### src/rtl/axi_lite_cfg_arbiter_if.sv
// AXI4-Lite control-port bundle between the config arbiter (master) and a register-bank slave.
interface axi_lite_cfg_arbiter_if #(
   parameter int DW = 32,
   parameter int AW = 4
);
   logic [AW-1:0]   awaddr;
   logic            awvalid;
   logic            awready;
   logic [DW-1:0]   wdata;
   logic [DW/8-1:0] wstrb;
   logic            wvalid;
   logic            wready;
   logic [1:0]      bresp;
   logic            bvalid;
   logic            bready;
   logic [AW-1:0]   araddr;
   logic            arvalid;
   logic            arready;
   logic [DW-1:0]   rdata;
   logic [1:0]      rresp;
   logic            rvalid;
   logic            rready;

   modport master (
      output awaddr, awvalid, wdata, wstrb, wvalid, bready, araddr, arvalid, rready,
      input  awready, wready, bresp, bvalid, arready, rdata, rresp, rvalid
   );

   modport slave (
      input  awaddr, awvalid, wdata, wstrb, wvalid, bready, araddr, arvalid, rready,
      output awready, wready, bresp, bvalid, arready, rdata, rresp, rvalid
   );
endinterface

### src/rtl/axi_lite_cfg_arbiter.sv
// Two-requester round-robin AXI4-Lite master, one transaction in flight.
// Optional watchdog flag enabled by defining AXI_TIMEOUT_EN.
module axi_lite_cfg_arbiter #(
   parameter int C_M00_AXI_DATA_WIDTH = 32,
   parameter int C_M00_AXI_ADDR_WIDTH = 4,
   parameter int TIMEOUT_CYCLES       = 16
) (
   input  logic                                m00_axi_aclk,
   input  logic                                m00_axi_aresetn,
   input  logic [1:0]                          req_valid,
   output logic [1:0]                          req_ready,
   input  logic [1:0]                          req_we,
   input  logic [2*C_M00_AXI_ADDR_WIDTH-1:0]   req_addr,
   input  logic [2*C_M00_AXI_DATA_WIDTH-1:0]   req_wdata,
   output logic [1:0]                          rsp_valid,
   output logic [C_M00_AXI_DATA_WIDTH-1:0]     rsp_rdata,
   output logic [1:0]                          rsp_resp,
   axi_lite_cfg_arbiter_if.master              m00_axi,
   output logic                                timeout_o
);
   localparam int DW = C_M00_AXI_DATA_WIDTH;
   localparam int AW = C_M00_AXI_ADDR_WIDTH;

   typedef enum logic [2:0] {IDLE, WADDR, WRESP, RADDR, RDATA, RESP} state_e;

   state_e        state_q, state_d;
   logic          gnt_q, gnt_d;
   logic          last_q, last_d;
   logic [AW-1:0] addr_q, addr_d;
   logic [DW-1:0] wdata_q, wdata_d;
   logic [DW-1:0] rdata_q, rdata_d;
   logic [1:0]    resp_q, resp_d;
   logic          awvalid_q, awvalid_d;
   logic          wvalid_q, wvalid_d;
   logic          arvalid_q, arvalid_d;
   logic          sel;

   // Contention goes to whoever was not served last; a lone request wins outright.
   assign sel = (req_valid == 2'b11) ? ~last_q : req_valid[1];

   always_comb begin
      state_d   = state_q;
      gnt_d     = gnt_q;
      last_d    = last_q;
      addr_d    = addr_q;
      wdata_d   = wdata_q;
      rdata_d   = rdata_q;
      resp_d    = resp_q;
      awvalid_d = awvalid_q;
      wvalid_d  = wvalid_q;
      arvalid_d = arvalid_q;
      req_ready = 2'b00;
      case (state_q)
         IDLE: begin
            if (|req_valid) begin
               req_ready = sel ? 2'b10 : 2'b01;
               gnt_d     = sel;
               addr_d    = sel ? req_addr[2*AW-1:AW] : req_addr[AW-1:0];
               rdata_d   = '0;
               if (sel ? req_we[1] : req_we[0]) begin
                  wdata_d   = sel ? req_wdata[2*DW-1:DW] : req_wdata[DW-1:0];
                  awvalid_d = 1'b1;
                  wvalid_d  = 1'b1;
                  state_d   = WADDR;
               end else begin
                  arvalid_d = 1'b1;
                  state_d   = RADDR;
               end
            end
         end
         WADDR: begin
            if (awvalid_q && m00_axi.awready) awvalid_d = 1'b0;
            if (wvalid_q && m00_axi.wready)   wvalid_d  = 1'b0;
            if (!awvalid_d && !wvalid_d)      state_d   = WRESP;
         end
         WRESP: begin
            if (m00_axi.bvalid) begin
               resp_d  = m00_axi.bresp;
               state_d = RESP;
            end
         end
         RADDR: begin
            if (m00_axi.arready) begin
               arvalid_d = 1'b0;
               state_d   = RDATA;
            end
         end
         RDATA: begin
            if (m00_axi.rvalid) begin
               rdata_d = m00_axi.rdata;
               resp_d  = m00_axi.rresp;
               state_d = RESP;
            end
         end
         RESP: begin
            last_d  = gnt_q;
            state_d = IDLE;
         end
         default: state_d = IDLE;
      endcase
   end

   always_ff @(posedge m00_axi_aclk or negedge m00_axi_aresetn) begin
      if (!m00_axi_aresetn) begin
         state_q   <= IDLE;
         gnt_q     <= 1'b0;
         last_q    <= 1'b1;
         addr_q    <= '0;
         wdata_q   <= '0;
         rdata_q   <= '0;
         resp_q    <= 2'b00;
         awvalid_q <= 1'b0;
         wvalid_q  <= 1'b0;
         arvalid_q <= 1'b0;
      end else begin
         state_q   <= state_d;
         gnt_q     <= gnt_d;
         last_q    <= last_d;
         addr_q    <= addr_d;
         wdata_q   <= wdata_d;
         rdata_q   <= rdata_d;
         resp_q    <= resp_d;
         awvalid_q <= awvalid_d;
         wvalid_q  <= wvalid_d;
         arvalid_q <= arvalid_d;
      end
   end

   assign m00_axi.awaddr  = addr_q;
   assign m00_axi.awvalid = awvalid_q;
   assign m00_axi.wdata   = wdata_q;
   assign m00_axi.wstrb   = '1;
   assign m00_axi.wvalid  = wvalid_q;
   assign m00_axi.bready  = (state_q == WRESP);
   assign m00_axi.araddr  = addr_q;
   assign m00_axi.arvalid = arvalid_q;
   assign m00_axi.rready  = (state_q == RDATA);

   assign rsp_valid = (state_q == RESP) ? (gnt_q ? 2'b10 : 2'b01) : 2'b00;
   assign rsp_rdata = (state_q == RESP) ? rdata_q : '0;
   assign rsp_resp  = (state_q == RESP) ? resp_q : 2'b00;

`ifdef AXI_TIMEOUT_EN
   localparam int CW = $clog2(TIMEOUT_CYCLES + 1);

   logic [CW-1:0] cnt_q, cnt_d;
   logic          to_q, to_d;
   logic          busy;

   assign busy = (state_q == WADDR) || (state_q == WRESP) ||
                 (state_q == RADDR) || (state_q == RDATA);

   // Counter saturates at the limit; the flag only observes, never aborts.
   always_comb begin
      cnt_d = cnt_q;
      to_d  = to_q;
      if (state_q == IDLE) cnt_d = '0;
      else if (busy && (cnt_q != CW'(TIMEOUT_CYCLES))) cnt_d = cnt_q + 1'b1;
      if (busy && (cnt_d == CW'(TIMEOUT_CYCLES))) to_d = 1'b1;
   end

   always_ff @(posedge m00_axi_aclk or negedge m00_axi_aresetn) begin
      if (!m00_axi_aresetn) begin
         cnt_q <= '0;
         to_q  <= 1'b0;
      end else begin
         cnt_q <= cnt_d;
         to_q  <= to_d;
      end
   end

   assign timeout_o = to_q;
`else
   assign timeout_o = 1'b0;
`endif
endmodule

### src/flat_wrapper.sv
// flat-port wrapper written by rule: the top's interface ports become plain ports
module axi_lite_cfg_arbiter_flat 
#(
   parameter int C_M00_AXI_DATA_WIDTH = 32,
   parameter int C_M00_AXI_ADDR_WIDTH = 4,
   parameter int TIMEOUT_CYCLES       = 16
)
  (m00_axi_aclk, m00_axi_aresetn, req_valid, req_ready, req_we, req_addr, req_wdata, rsp_valid, rsp_rdata, rsp_resp, timeout_o, m00_axi_awaddr, m00_axi_awvalid, m00_axi_wdata, m00_axi_wstrb, m00_axi_wvalid, m00_axi_bready, m00_axi_araddr, m00_axi_arvalid, m00_axi_rready, m00_axi_awready, m00_axi_wready, m00_axi_bresp, m00_axi_bvalid, m00_axi_arready, m00_axi_rdata, m00_axi_rresp, m00_axi_rvalid);
  axi_lite_cfg_arbiter_if #(.DW((32)), .AW((4))) m00_axi_i ();
  input  logic m00_axi_aclk;
  input  logic m00_axi_aresetn;
  input  logic [1:0] req_valid;
  output logic [1:0] req_ready;
  input  logic [1:0] req_we;
  input  logic [2*C_M00_AXI_ADDR_WIDTH-1:0] req_addr;
  input  logic [2*C_M00_AXI_DATA_WIDTH-1:0] req_wdata;
  output logic [1:0] rsp_valid;
  output logic [C_M00_AXI_DATA_WIDTH-1:0] rsp_rdata;
  output logic [1:0] rsp_resp;
  output logic timeout_o;
  output wire logic [$bits(m00_axi_i.awaddr)-1:0] m00_axi_awaddr;
  output wire logic [$bits(m00_axi_i.awvalid)-1:0] m00_axi_awvalid;
  output wire logic [$bits(m00_axi_i.wdata)-1:0] m00_axi_wdata;
  output wire logic [$bits(m00_axi_i.wstrb)-1:0] m00_axi_wstrb;
  output wire logic [$bits(m00_axi_i.wvalid)-1:0] m00_axi_wvalid;
  output wire logic [$bits(m00_axi_i.bready)-1:0] m00_axi_bready;
  output wire logic [$bits(m00_axi_i.araddr)-1:0] m00_axi_araddr;
  output wire logic [$bits(m00_axi_i.arvalid)-1:0] m00_axi_arvalid;
  output wire logic [$bits(m00_axi_i.rready)-1:0] m00_axi_rready;
  input wire logic [$bits(m00_axi_i.awready)-1:0] m00_axi_awready;
  input wire logic [$bits(m00_axi_i.wready)-1:0] m00_axi_wready;
  input wire logic [$bits(m00_axi_i.bresp)-1:0] m00_axi_bresp;
  input wire logic [$bits(m00_axi_i.bvalid)-1:0] m00_axi_bvalid;
  input wire logic [$bits(m00_axi_i.arready)-1:0] m00_axi_arready;
  input wire logic [$bits(m00_axi_i.rdata)-1:0] m00_axi_rdata;
  input wire logic [$bits(m00_axi_i.rresp)-1:0] m00_axi_rresp;
  input wire logic [$bits(m00_axi_i.rvalid)-1:0] m00_axi_rvalid;
  assign m00_axi_awaddr = m00_axi_i.awaddr;
  assign m00_axi_awvalid = m00_axi_i.awvalid;
  assign m00_axi_wdata = m00_axi_i.wdata;
  assign m00_axi_wstrb = m00_axi_i.wstrb;
  assign m00_axi_wvalid = m00_axi_i.wvalid;
  assign m00_axi_bready = m00_axi_i.bready;
  assign m00_axi_araddr = m00_axi_i.araddr;
  assign m00_axi_arvalid = m00_axi_i.arvalid;
  assign m00_axi_rready = m00_axi_i.rready;
  assign m00_axi_i.awready = m00_axi_awready;
  assign m00_axi_i.wready = m00_axi_wready;
  assign m00_axi_i.bresp = m00_axi_bresp;
  assign m00_axi_i.bvalid = m00_axi_bvalid;
  assign m00_axi_i.arready = m00_axi_arready;
  assign m00_axi_i.rdata = m00_axi_rdata;
  assign m00_axi_i.rresp = m00_axi_rresp;
  assign m00_axi_i.rvalid = m00_axi_rvalid;
  axi_lite_cfg_arbiter #(.C_M00_AXI_DATA_WIDTH(C_M00_AXI_DATA_WIDTH), .C_M00_AXI_ADDR_WIDTH(C_M00_AXI_ADDR_WIDTH), .TIMEOUT_CYCLES(TIMEOUT_CYCLES)) u_core (.m00_axi_aclk(m00_axi_aclk), .m00_axi_aresetn(m00_axi_aresetn), .req_valid(req_valid), .req_ready(req_ready), .req_we(req_we), .req_addr(req_addr), .req_wdata(req_wdata), .rsp_valid(rsp_valid), .rsp_rdata(rsp_rdata), .rsp_resp(rsp_resp), .m00_axi(m00_axi_i), .timeout_o(timeout_o));
endmodule
### config.mk
export PLATFORM = sky130hd
export DESIGN_NAME = axi_lite_cfg_arbiter_flat
export DESIGN_NICKNAME = d
export VERILOG_FILES = /design/src/rtl/axi_lite_cfg_arbiter_if.sv /design/src/rtl/axi_lite_cfg_arbiter.sv /design/src/flat_wrapper.sv
export SDC_FILE = /design/constraint.sdc
export NUM_CORES = 1
export LEC_CHECK = 0
export BUFFER_PORTS_ARGS = -buffer_cell sky130_fd_sc_hd__clkbuf_2
export CAP_MARGIN = 20
export CELL_PAD_IN_SITES_DETAIL_PLACEMENT = 0
export CELL_PAD_IN_SITES_GLOBAL_PLACEMENT = 1
export CORE_AREA = 2 2 98 124
export CTS_CLUSTER_SIZE = 20
export DETAILED_ROUTE_END_ITERATION = 10
export DIE_AREA = 0 0 100 126
export PLACE_DENSITY = 0.87
export SLEW_MARGIN = 20
export SYNTH_ARGS = -nofsm -noshare
export SYNTH_HDL_FRONTEND = slang
export SYNTH_SLANG_ARGS = --single-unit
### constraint.sdc
create_clock -name m00_axi_aclk -period 1.7 [get_ports m00_axi_aclk]
set_input_delay 0.17 -clock m00_axi_aclk [delete_from_list [all_inputs] [get_ports m00_axi_aclk]]
set_output_delay 0.17 -clock m00_axi_aclk [all_outputs]
set_load 0.03 [all_outputs]
==> results.toml, run 1 <==
[placed_design]
numPortBuffers = 201
gp_congestion = 0.744
dp_slack_ns = 0.0590
hpwl_mm = 7.48

[synthesis]
yosysWarnings = 0
yosys.area_share.simple = 0.161
yosys-top-cells-area = "dfrtp_1 52%, o221a_2 9.5%, a22o_1 7.6%"
synth-compound-area-share = 0.223
yosys.area.top_type = "dfrtp_1"
synth_area_sq_um = 3690
seq_area_frac_synth = 0.529
synth-adder-area-share = 0
synthMuxAreaShare = 0.0180
synth-seq-cells = 78
synth_top_area_share = 0.522
synthXorXnorAreaFrac = 0
yosysUniqueCellTypes = 39
netlist_instances = 314
synth_top_family_by_area = "compound AO/OA/AOI/OAI gates"
syn_avg_cell_area_sq_um = 11.8

[power_and_ir_drop]
pwr-share-seq = 0.322
power.switching_mw = 3.85
p_per_area_nw_per_um2 = 1720
combinationalPowerShare = 0.459
intPower_mw = 6.07
p_leak_nw = 2.82
clkPwrFrac = 0.218
fin_total_pwr_mw = 9.93
ir_drop_uv = 789
swShare = 0.388

[global_route]
antenna_found_initial = 0
grt_util_met2 = 0.281
grt_max_degree = 35
grt-ovfl-total = 0
grt_pass1_wl_mm = 16.2
use_met3 = 0.0438
grt.total_usage = 0.162
grt.met1_usage = 0.195
grt_pass1_vias = 3356
grt-busiest-layer = "met2"

[routing]
postRouteAntennaNets = 0
via_per_inst = 5.05
drc = 0
wl_mm = 11.2
drtPass1Iterations = 4
routedWlPerCell_um = 16.8
drt_iter0_markers = 125
vias = 3372

[sta]
fin_skew_ns = 0.00335
final.setup.worst_slack_ns = -0.0350
grt_setup_unrepaired = "yes"
finalCritPeriodShare = 1.02
hold_viol_final = 0
slew_viol_final = 0
timing.fmax_mhz = 576
setup_violations = 43
timing.final.crit_period_ns = 1.73

[floorplan]
core_area_sq_um = 11500
dieArea_sq_um = 12600
row_count = 44
die_height_um = 126
die_w_um = 100
initial_core_util = 0.322
io_pins = 207

[worst_hold_path]
hold_path.class = "in2reg"

[layout]
syn_to_final_growth_pct = 56.3
fin_nets = 644
drive_gt1_frac = 0.606
diodes = 0

[run_status]
violations = "negative setup slack"
status = "finished with violations"

[clock_tree]
cts_tree = "done"
ctsLongestPathBuffers = 2
numCtsBuffers = 9
htree_levels = 3
cts_root_buffer = "clkbuf_16"
clock-sinks = 78
clk_latency_ns = 0.33
path_clk_slew_ns = 0.06

[setup_path]
crit_type = "reg2out"
critPathRequiredTime_ns = 1.53
startpoint_type = "flip-flop"
path_max_fanout = 19
cp-end-kind = "output pin"
critPathArrivalTime_ns = 1.56

[job]
drv_cap = 0
## synthesized netlist by cell type
cell type / number
nor2b_1: 1
nand3b_1: 1
conb_1: 2
dfstp_2: 1
nor3b_4: 1
o221a_2: 31
buf_6: 7
inv_2: 1
clkbuf_1: 11
a211oi_1: 1
nand3_2: 1
buf_4: 9
a31o_2: 1
o211ai_1: 2
a21oi_4: 1
buf_2: 8
nand2_1: 12
a22o_1: 32
and2b_1: 1
mux2i_1: 1
o22ai_1: 1
o31ai_1: 1
o221a_1: 1
a22oi_1: 4
a21bo_2: 1
and2_1: 36
inv_1: 4
nand3_1: 5
a21boi_2: 1
dfrtp_1: 77
a21oi_1: 2
o21ai_2: 1
and3_1: 1
nor2_1: 7
mux2_2: 5
or3_1: 32
a21o_1: 3
o21ai_0: 6
nor3_4: 1
## kinds of logic (layout without fill, tap and decap cells)
logic type | count (synthesis) | after routing
other | 2 | 5
AND/OR/NAND/NOR | 99 | 99
AO/OA/AOI/OAI | 89 | 89
multiplexers | 6 | 6
flip-flops | 78 | 78
buffers and inverters | 40 | 253
## worst paths after layout
check	to	startpoint	slack [ns]	cells past startpoint
worst max register to register	u_core.m00_axi.wdata[11]$_DFFE_PN0P_	u_core.state_q[2]$_DFFE_PN0P_	-0.03	8
min in group asynchronous	u_core.rdata_q[22]$_DFFE_PN0P_	m00_axi_aresetn	0.31	2
worst min register to register	u_core.rdata_q[21]$_DFFE_PN0P_	u_core.rdata_q[21]$_DFFE_PN0P_	0.50	1
worst min-delay path	u_core.rdata_q[22]$_DFFE_PN0P_	m00_axi_rdata[22]	0.06	2
max in group asynchronous	u_core.last_q$_DFFE_PN1N_	m00_axi_aresetn	0.83	3
worst max-delay path	rsp_rdata[15]	u_core.state_q[2]$_DFFE_PN0P_	-0.03	5
## placed cells by master, fill, tap and decap left out, drive strengths merged, types with 5 or more instances in the layout
cell / count
o21ai: 7
a22o: 32
inv: 5
or3: 32
dfrtp: 77
o221a: 32
buf: 60
nand3: 6
mux2: 5
nor2: 7
clkbuf: 181
and2: 36
conb: 5
nand2: 12
## flip-flops by register name, indices dropped and copies added, names as in the netlist
signal	flops
u_core.gnt_q	1
u_core.last_q	1
u_core.m00_axi.araddr	4
u_core.m00_axi.arvalid	1
u_core.m00_axi.awvalid	1
u_core.m00_axi.wdata	32
u_core.m00_axi.wvalid	1
u_core.rdata_q	32
u_core.resp_q	2
u_core.state_q	3
## critical path, cell delays in order, from the launching register on
cell      delay, ns
dfrtp_1        0.39
inv_4          0.07
nor3b_4        0.24
buf_6          0.22
and2_1         0.17
clkbuf_8       0.16
## layout make-up
type | count | area [sq um]
Clock buffer | 10 | 229
Sequential cell | 78 | 1960
Clock inverter | 6 | 110
Inverter | 5 | 21.3
Tap cell | 138 | 173
Fill cell | 1003 | 5680
Timing Repair Buffer | 232 | 1700
Multi-Input combinational cell | 199 | 1580
## repair_timing
action	4_1_cts	5_1_grt
endpoints found under the hold margin	24	0
gates cloned	1	4
hold buffers	1	0
pin swaps	1	4
setup endpoints to repair	39	71
resized for setup	70	79
buffers inserted	6	8
## metal layers
| metal | wire [um] | share of wire |
|---|---|---|
| met1 | 4540 | 0.41 |
| met2 | 5600 | 0.50 |
| met3 | 874 | 0.078 |
| met4 | 191 | 0.017 |
| met5 | 0 | 0 |
## metrics by stage
stage | hold WS (ns) | util | instance area (sq um) | instances | TNS [ns]
floorplan | -0.126 | - | 3710 | 317 | 0
global placement | 0.102 | 0.425 | 4860 | 635 | 0
detailed placement | 0.108 | 0.425 | 4860 | 635 | 0
CTS | 0.0469 | 0.483 | 5530 | 659 | -2.27
global route | 0.0579 | 0.504 | 5770 | 668 | -6.51
finish | 0.0621 | 0.504 | 5770 | 668 | -0.629
## power groups by stage
stage               Combinational, mW  Sequential, mW  Clock, mW
global route                     4.87            3.29       2.29
finish                           4.56            3.20       2.17
CTS                              4.35            3.17       2.23
floorplan                        2.11            3.99          0
detailed placement               4.15            3.19          0
global placement                 4.07            3.17          0
(Power assumes the default switching activity.)
==> run 2: changes to the inputs <==
Settings changed: PLACE_DENSITY 0.87 to 0.77.
==> run 2 against run 1 <==
Compared with the run above: the flow still finishes with violations (negative setup slack); wire length shrank 2.5%; first-iteration DRC count shrank 20%; final cell count shrank 0.30%.
==> results.toml, run 2 (synthesized netlist as in run 1, its figures left out) <==
[floorplan]
core_area_sq_um = 11500
die_w_um = 100
io_pins = 207
initial_core_util = 0.322
dieArea_sq_um = 12600
die_height_um = 126
row_count = 44

[run_status]
violations = "negative setup slack"
status = "finished with violations"

[layout]
drive_gt1_frac = 0.614
fin_nets = 642
final_cell_mix = "161 x clkbuf_2, 76 x dfrtp_1, 32 x a22o_1"
diodes = 0
finalInstanceArea_sq_um = 5870
mostFrequentLayoutCell = "clkbuf_2"
seq_area_sq_um = 1950
fill_cells = 1016
finalCoreUtilization = 0.512
syn_to_final_growth_pct = 58.9
multi_input_area_sq_um = 1610

[global_route]
grt_pass1_wl_mm = 17.1
grt_pass1_vias = 3423
antenna_found_initial = 0
grt-ovfl-total = 0
grt.total_usage = 0.173
grt_max_degree = 41

[sta]
relSlewSlack = 0.657
tightest_slew_ns = 0.515
tns_ns = -5.62
setup_violations = 70
timing.fmax_mhz = 550
grt_setup_unrepaired = "yes"
fin_skew_ns = 0.00572
timing.final.crit_period_ns = 1.82
final.setup.worst_slack_ns = -0.119
finalCritPeriodShare = 1.07
slew_viol_final = 0
hold_viol_final = 0

[power_and_ir_drop]
power.switching_mw = 3.89
fin_total_pwr_mw = 9.88
p_per_area_nw_per_um2 = 1680
intPower_mw = 6.00
pwr-share-seq = 0.323
p_leak_nw = 2.86
swShare = 0.393
ir_drop_uv = 932
combinationalPowerShare = 0.489
clkPwrFrac = 0.188

[routing]
vias = 3305
drc = 0
via_per_inst = 4.96
routedWlPerCell_um = 16.4
drtPass1Iterations = 4
wl_mm = 10.9
postRouteAntennaNets = 0
drt_iter0_markers = 100

[clock_tree]
cts_root_buffer = "clkbuf_16"
cts_tree = "done"
htree_levels = 3
ctsLongestPathBuffers = 2
clk_latency_ns = 0.32
clock-sinks = 78
numCtsBuffers = 9
path_clk_slew_ns = 0.06

[setup_path]
crit_type = "reg2out"
r2r-start = "u_core.state_q[1]$_DFFE_PN0P_"
slowest_delay_ns = 0.39
crit_path_end = "rsp_rdata[30]"
critPathArrivalTime_ns = 1.65
path_max_fanout = 9
startpoint = "u_core.state_q[1]$_DFFE_PN0P_"
startpoint_type = "flip-flop"
crit_path_cell_trace = "buf_6 > nor3b_4 > buf_6 > buf_16 > and2_1 > clkbuf_8"
cp_slowest_cell = "dfrtp_1"
r2r_slack_ns = -0.12
critPathRequiredTime_ns = 1.53
cp_common_cell = "buf_6"
cp-end-kind = "output pin"
r2r_cells = 8
r2r-end = "u_core.m00_axi.wdata[11]$_DFFE_PN0P_"

[job]
drv_cap = 0

[placed_design]
post_dp_cell_area_sq_um = 4860
gp_congestion = 0.782
hpwl_mm = 7.38
numPortBuffers = 201

[worst_hold_path]
hold_path.class = "in2reg"
[run 2: cell count changes in the layout (fill, tap and decap cells not counted), sizes merged]
cell,delta
clkinvlp,+1
bufbuf,+2
clkbuf,+3
clkinv,+1
buf,-7
bufinv,-2
[run 2: critical path, delay by kind of cell (launching register included)]
family / cells / cell delay, ns
buffers and inverters: 4 / 0.57
AND/OR/NAND/NOR: 2 / 0.35
flip-flops: 1 / 0.39
[run 2: final cells by class]
| type | count | area share |
|---|---|---|
| Sequential cell | 78 | 0.333 |
| Timing Repair Buffer | 230 | 0.309 |
| Multi-Input combinational cell | 199 | 0.275 |
| Clock buffer | 10 | 0.0390 |
| Tap cell | 138 | 0.0294 |
| Clock inverter | 6 | 0.0107 |
| Inverter | 5 | 0.00363 |
[run 2: repair_timing]
item                                    in CTS  in global routing
gates resized for setup                     94                 54
cloned                                       4                  0
setup buffers                               10                  2
endpoints found under the setup margin      38                 77
hold endpoints to repair                    38                  0
pin swaps                                    3                  9
hold buffers                                 1                  0
[run 2: worst min path at each step]
stage | from | endpoint | slack, ns | depth (start not counted)
finish | req_addr[2] | u_core.m00_axi.araddr[2]$_DFFE_PN0P_ | 0.06 | 3
global route | m00_axi_rdata[21] | u_core.rdata_q[21]$_DFFE_PN0P_ | 0.06 | 2
CTS | req_addr[2] | u_core.m00_axi.araddr[2]$_DFFE_PN0P_ | 0.05 | 3
detailed placement | m00_axi_aresetn | u_core.rdata_q[22]$_DFFE_PN0P_ | 0.18 | 1
global placement | m00_axi_aresetn | u_core.rdata_q[22]$_DFFE_PN0P_ | 0.17 | 1
floorplan | m00_axi_aresetn | u_core.gnt_q$_DFFE_PN0P_ | -0.13 | 0
[run 2: routing by layer]
| metal | GRT usage | wire length (um) |
|---|---|---|
| met4 | 0.0483 | 67 |
| met1 | 0.210 | 4450 |
| met2 | 0.301 | 5570 |
| met5 | 0 | 0 |
| met3 | 0.0444 | 841 |
[run 2: power groups by stage]
stage	Combinational (mW)	Sequential, mW	Clock, mW
floorplan	2.11	3.99	0
global placement	4.10	3.17	0
detailed placement	4.17	3.16	0
CTS	4.78	3.16	1.94
global route	5.17	3.30	2.02
finish	4.84	3.19	1.86
[run 2: metrics by stage]
step	instances	setup slack, ns	hold WS [ns]
after detailed placement	634	0.119	0.179
after CTS	665	-0.145	0.0501
after floorplan	317	0.117	-0.126
after global placement	634	0.135	0.170
final	666	-0.119	0.0645
after global routing	666	-0.209	0.0632
==> run 3: changes to the inputs <==
Settings changed: PLACE_DENSITY 0.77 to 0.88.
==> run 3 against run 2 <==
Compared with the run above: the run still ends with negative setup slack left; fmax up 0.63%; worst setup slack improved by 0.011 ns; clock skew increased by 0.00084 ns; wire length rose by 12%; die area stayed put; first-iteration DRC count up 54%; clock power decreased by 8%; via count up 6.2%; combinational power grew 1%; sequential share of layout area decreased by 0.55 points; non-clock buffer count increased by 7; worst hold slack worse by 0.0041 ns; critical endpoint is now rsp_rdata[1].
==> results.toml, run 3 (synthesized netlist as in run 1, its figures left out) <==
[setup_path]
crit_type = "reg2out"
cp_slowest_cell = "dfrtp_1"
slowest_delay_ns = 0.38
path_max_fanout = 5
cp_common_cell = "buf_6"
critical_path_buf_inv_count = 4
cp-end-kind = "output pin"
startpoint_type = "flip-flop"
critPathRequiredTime_ns = 1.53
path_delay_family = "buffers and inverters"
critPathArrivalTime_ns = 1.64
crit_path_cell_trace = "buf_6 > nor3b_4 > buf_6 > clkbuf_16 > and2_4 > buf_8"

[clock_tree]
ctsLongestPathBuffers = 2
numCtsBuffers = 9
clk_latency_ns = 0.33
path_clk_slew_ns = 0.06
htree_levels = 3
cts_root_buffer = "clkbuf_16"
cts_tree = "done"
clock-sinks = 78

[layout]
fill_cells = 978
syn_to_final_growth_pct = 61.5
diodes = 0
multi_input_area_sq_um = 1630
finalInstanceArea_sq_um = 5960
drive_gt1_frac = 0.634
final_cells = 671
seq_area_sq_um = 1950
final_cell_mix = "161 x clkbuf_2, 77 x dfrtp_1, 37 x buf_8"
mostFrequentLayoutCell = "clkbuf_2"
fin_nets = 649

[power_and_ir_drop]
p_per_area_nw_per_um2 = 1650
ir_drop_uv = 787
intPower_mw = 5.86
p_leak_nw = 2.89
fin_total_pwr_mw = 9.83
clkPwrFrac = 0.175
pwr-share-seq = 0.327
combinationalPowerShare = 0.498
power.switching_mw = 3.97
swShare = 0.404

[global_route]
grt_util_met2 = 0.307
grt-ovfl-total = 0
grt.total_usage = 0.173
grt_pass1_vias = 3383
grt_max_degree = 37
grt_pass1_wl_mm = 17.2
grt.met1_usage = 0.193
antenna_found_initial = 0
use_met3 = 0.0555
grt-busiest-layer = "met2"

[sta]
grt_setup_unrepaired = "yes"
finalCritPeriodShare = 1.06
slew_viol_final = 0
fin_hold_ws_ns = 0.0604
final.setup.worst_slack_ns = -0.107
setup_violations = 69
timing.final.crit_period_ns = 1.81
fin_skew_ns = 0.00656
timing.fmax_mhz = 553
hold_viol_final = 0

[run_status]
violations = "negative setup slack"
status = "finished with violations"

[floorplan]
dieArea_sq_um = 12600
die_height_um = 126
core_area_sq_um = 11500
initial_core_util = 0.322
die_w_um = 100
row_count = 44
io_pins = 207

[routing]
drc = 0
drt_iter0_markers = 154
vias = 3509
wl_mm = 12.2
postRouteAntennaNets = 0
drtPass1Iterations = 4
routedWlPerCell_um = 18.2
via_per_inst = 5.23

[worst_hold_path]
hold_path.class = "in2reg"

[placed_design]
dp.cells = 635
gp_congestion = 0.738
hpwl_mm = 7.54
numPortBuffers = 201
post_dp_cell_area_sq_um = 4850
dp_slack_ns = 0.129

[job]
drv_cap = 0
[run 3: changes by cell type in the layout (fill, tap and decap cells not counted), moves of 2 or more]
cell | before | now
bufbuf_16 | 2 | 0
clkbuf_8 | 13 | 3
clkbuf_16 | 9 | 13
buf_6 | 6 | 8
and2_4 | 25 | 35
and2_1 | 11 | 1
buf_8 | 24 | 37
[run 3: power groups by stage]
stage | Clock [mW] | Sequential (mW) | Combinational, mW
final | 1.72 | 3.21 | 4.90
after global routing | 1.86 | 3.30 | 5.18
after CTS | 1.77 | 3.16 | 4.62
after detailed placement | 0 | 3.17 | 4.18
after global placement | 0 | 3.15 | 4.08
after floorplan | 0 | 3.99 | 2.11
[run 3: worst paths after layout]
check                                                      from                                    to  slack, ns  depth (start not counted)
setup reg to reg                  u_core.state_q[1]$_DFFE_PN0P_   u_core.m00_axi.wdata[7]$_DFFE_PN0P_      -0.09                          8
max in group asynchronous                       m00_axi_aresetn        u_core.rdata_q[28]$_DFFE_PN0P_       0.78                          3
min in group asynchronous                       m00_axi_aresetn   u_core.m00_axi.wdata[3]$_DFFE_PN0P_       0.38                          2
hold / removal                                m00_axi_rdata[20]        u_core.rdata_q[20]$_DFFE_PN0P_       0.06                          2
setup / recovery                  u_core.state_q[1]$_DFFE_PN0P_                          rsp_rdata[1]      -0.11                          6
hold reg to reg            u_core.m00_axi.araddr[3]$_DFFE_PN0P_  u_core.m00_axi.araddr[3]$_DFFE_PN0P_       0.51                          2
[run 3: worst register-to-register path: stages (launching register included)]
cell and delay [ns]:
dfrtp_1 0.38, buf_4 0.14, nor3_4 0.22, o21ai_4 0.12, buf_12 0.15, buf_12 0.12, a21oi_4 0.18, clkbuf_16 0.22
o221a_2 0.19
[run 3: area by class of cell]
| class | count | area share |
|---|---|---|
| inverter | 5 | 0.00357 |
| timing repair buffer | 237 | 0.322 |
| sequential | 78 | 0.328 |
| clock inverter | 4 | 0.00420 |
| multi-input combinational | 199 | 0.273 |
| tap | 138 | 0.0290 |
| clock buffer | 10 | 0.0401 |
[run 3: layer usage]
metal	part of all wire	up-vias	wire [um]
li1	-	1589	-
met1	0.38	1693	4600
met2	0.51	197	6200
met3	0.087	30	1070
met4	0.027	0	331
met5	0	-	0
[run 3: metrics by stage]
step	utilization	setup TNS, ns
2_1_floorplan	-	0
3_3_place_gp	0.424	0
3_5_place_dp	0.424	0
4_1_cts	0.494	-6.54
5_1_grt	0.521	-9.59
6_report	0.521	-5.22
[run 3: what timing repair did]
item | in CTS | in global routing
gates resized for setup | 90 | 86
pin swaps | 3 | 20
endpoints found under the setup margin | 38 | 73
gates cloned | 3 | 5
hold buffers | 1 | 0
buffers inserted | 8 | 6
endpoints found under the hold margin | 33 | 0
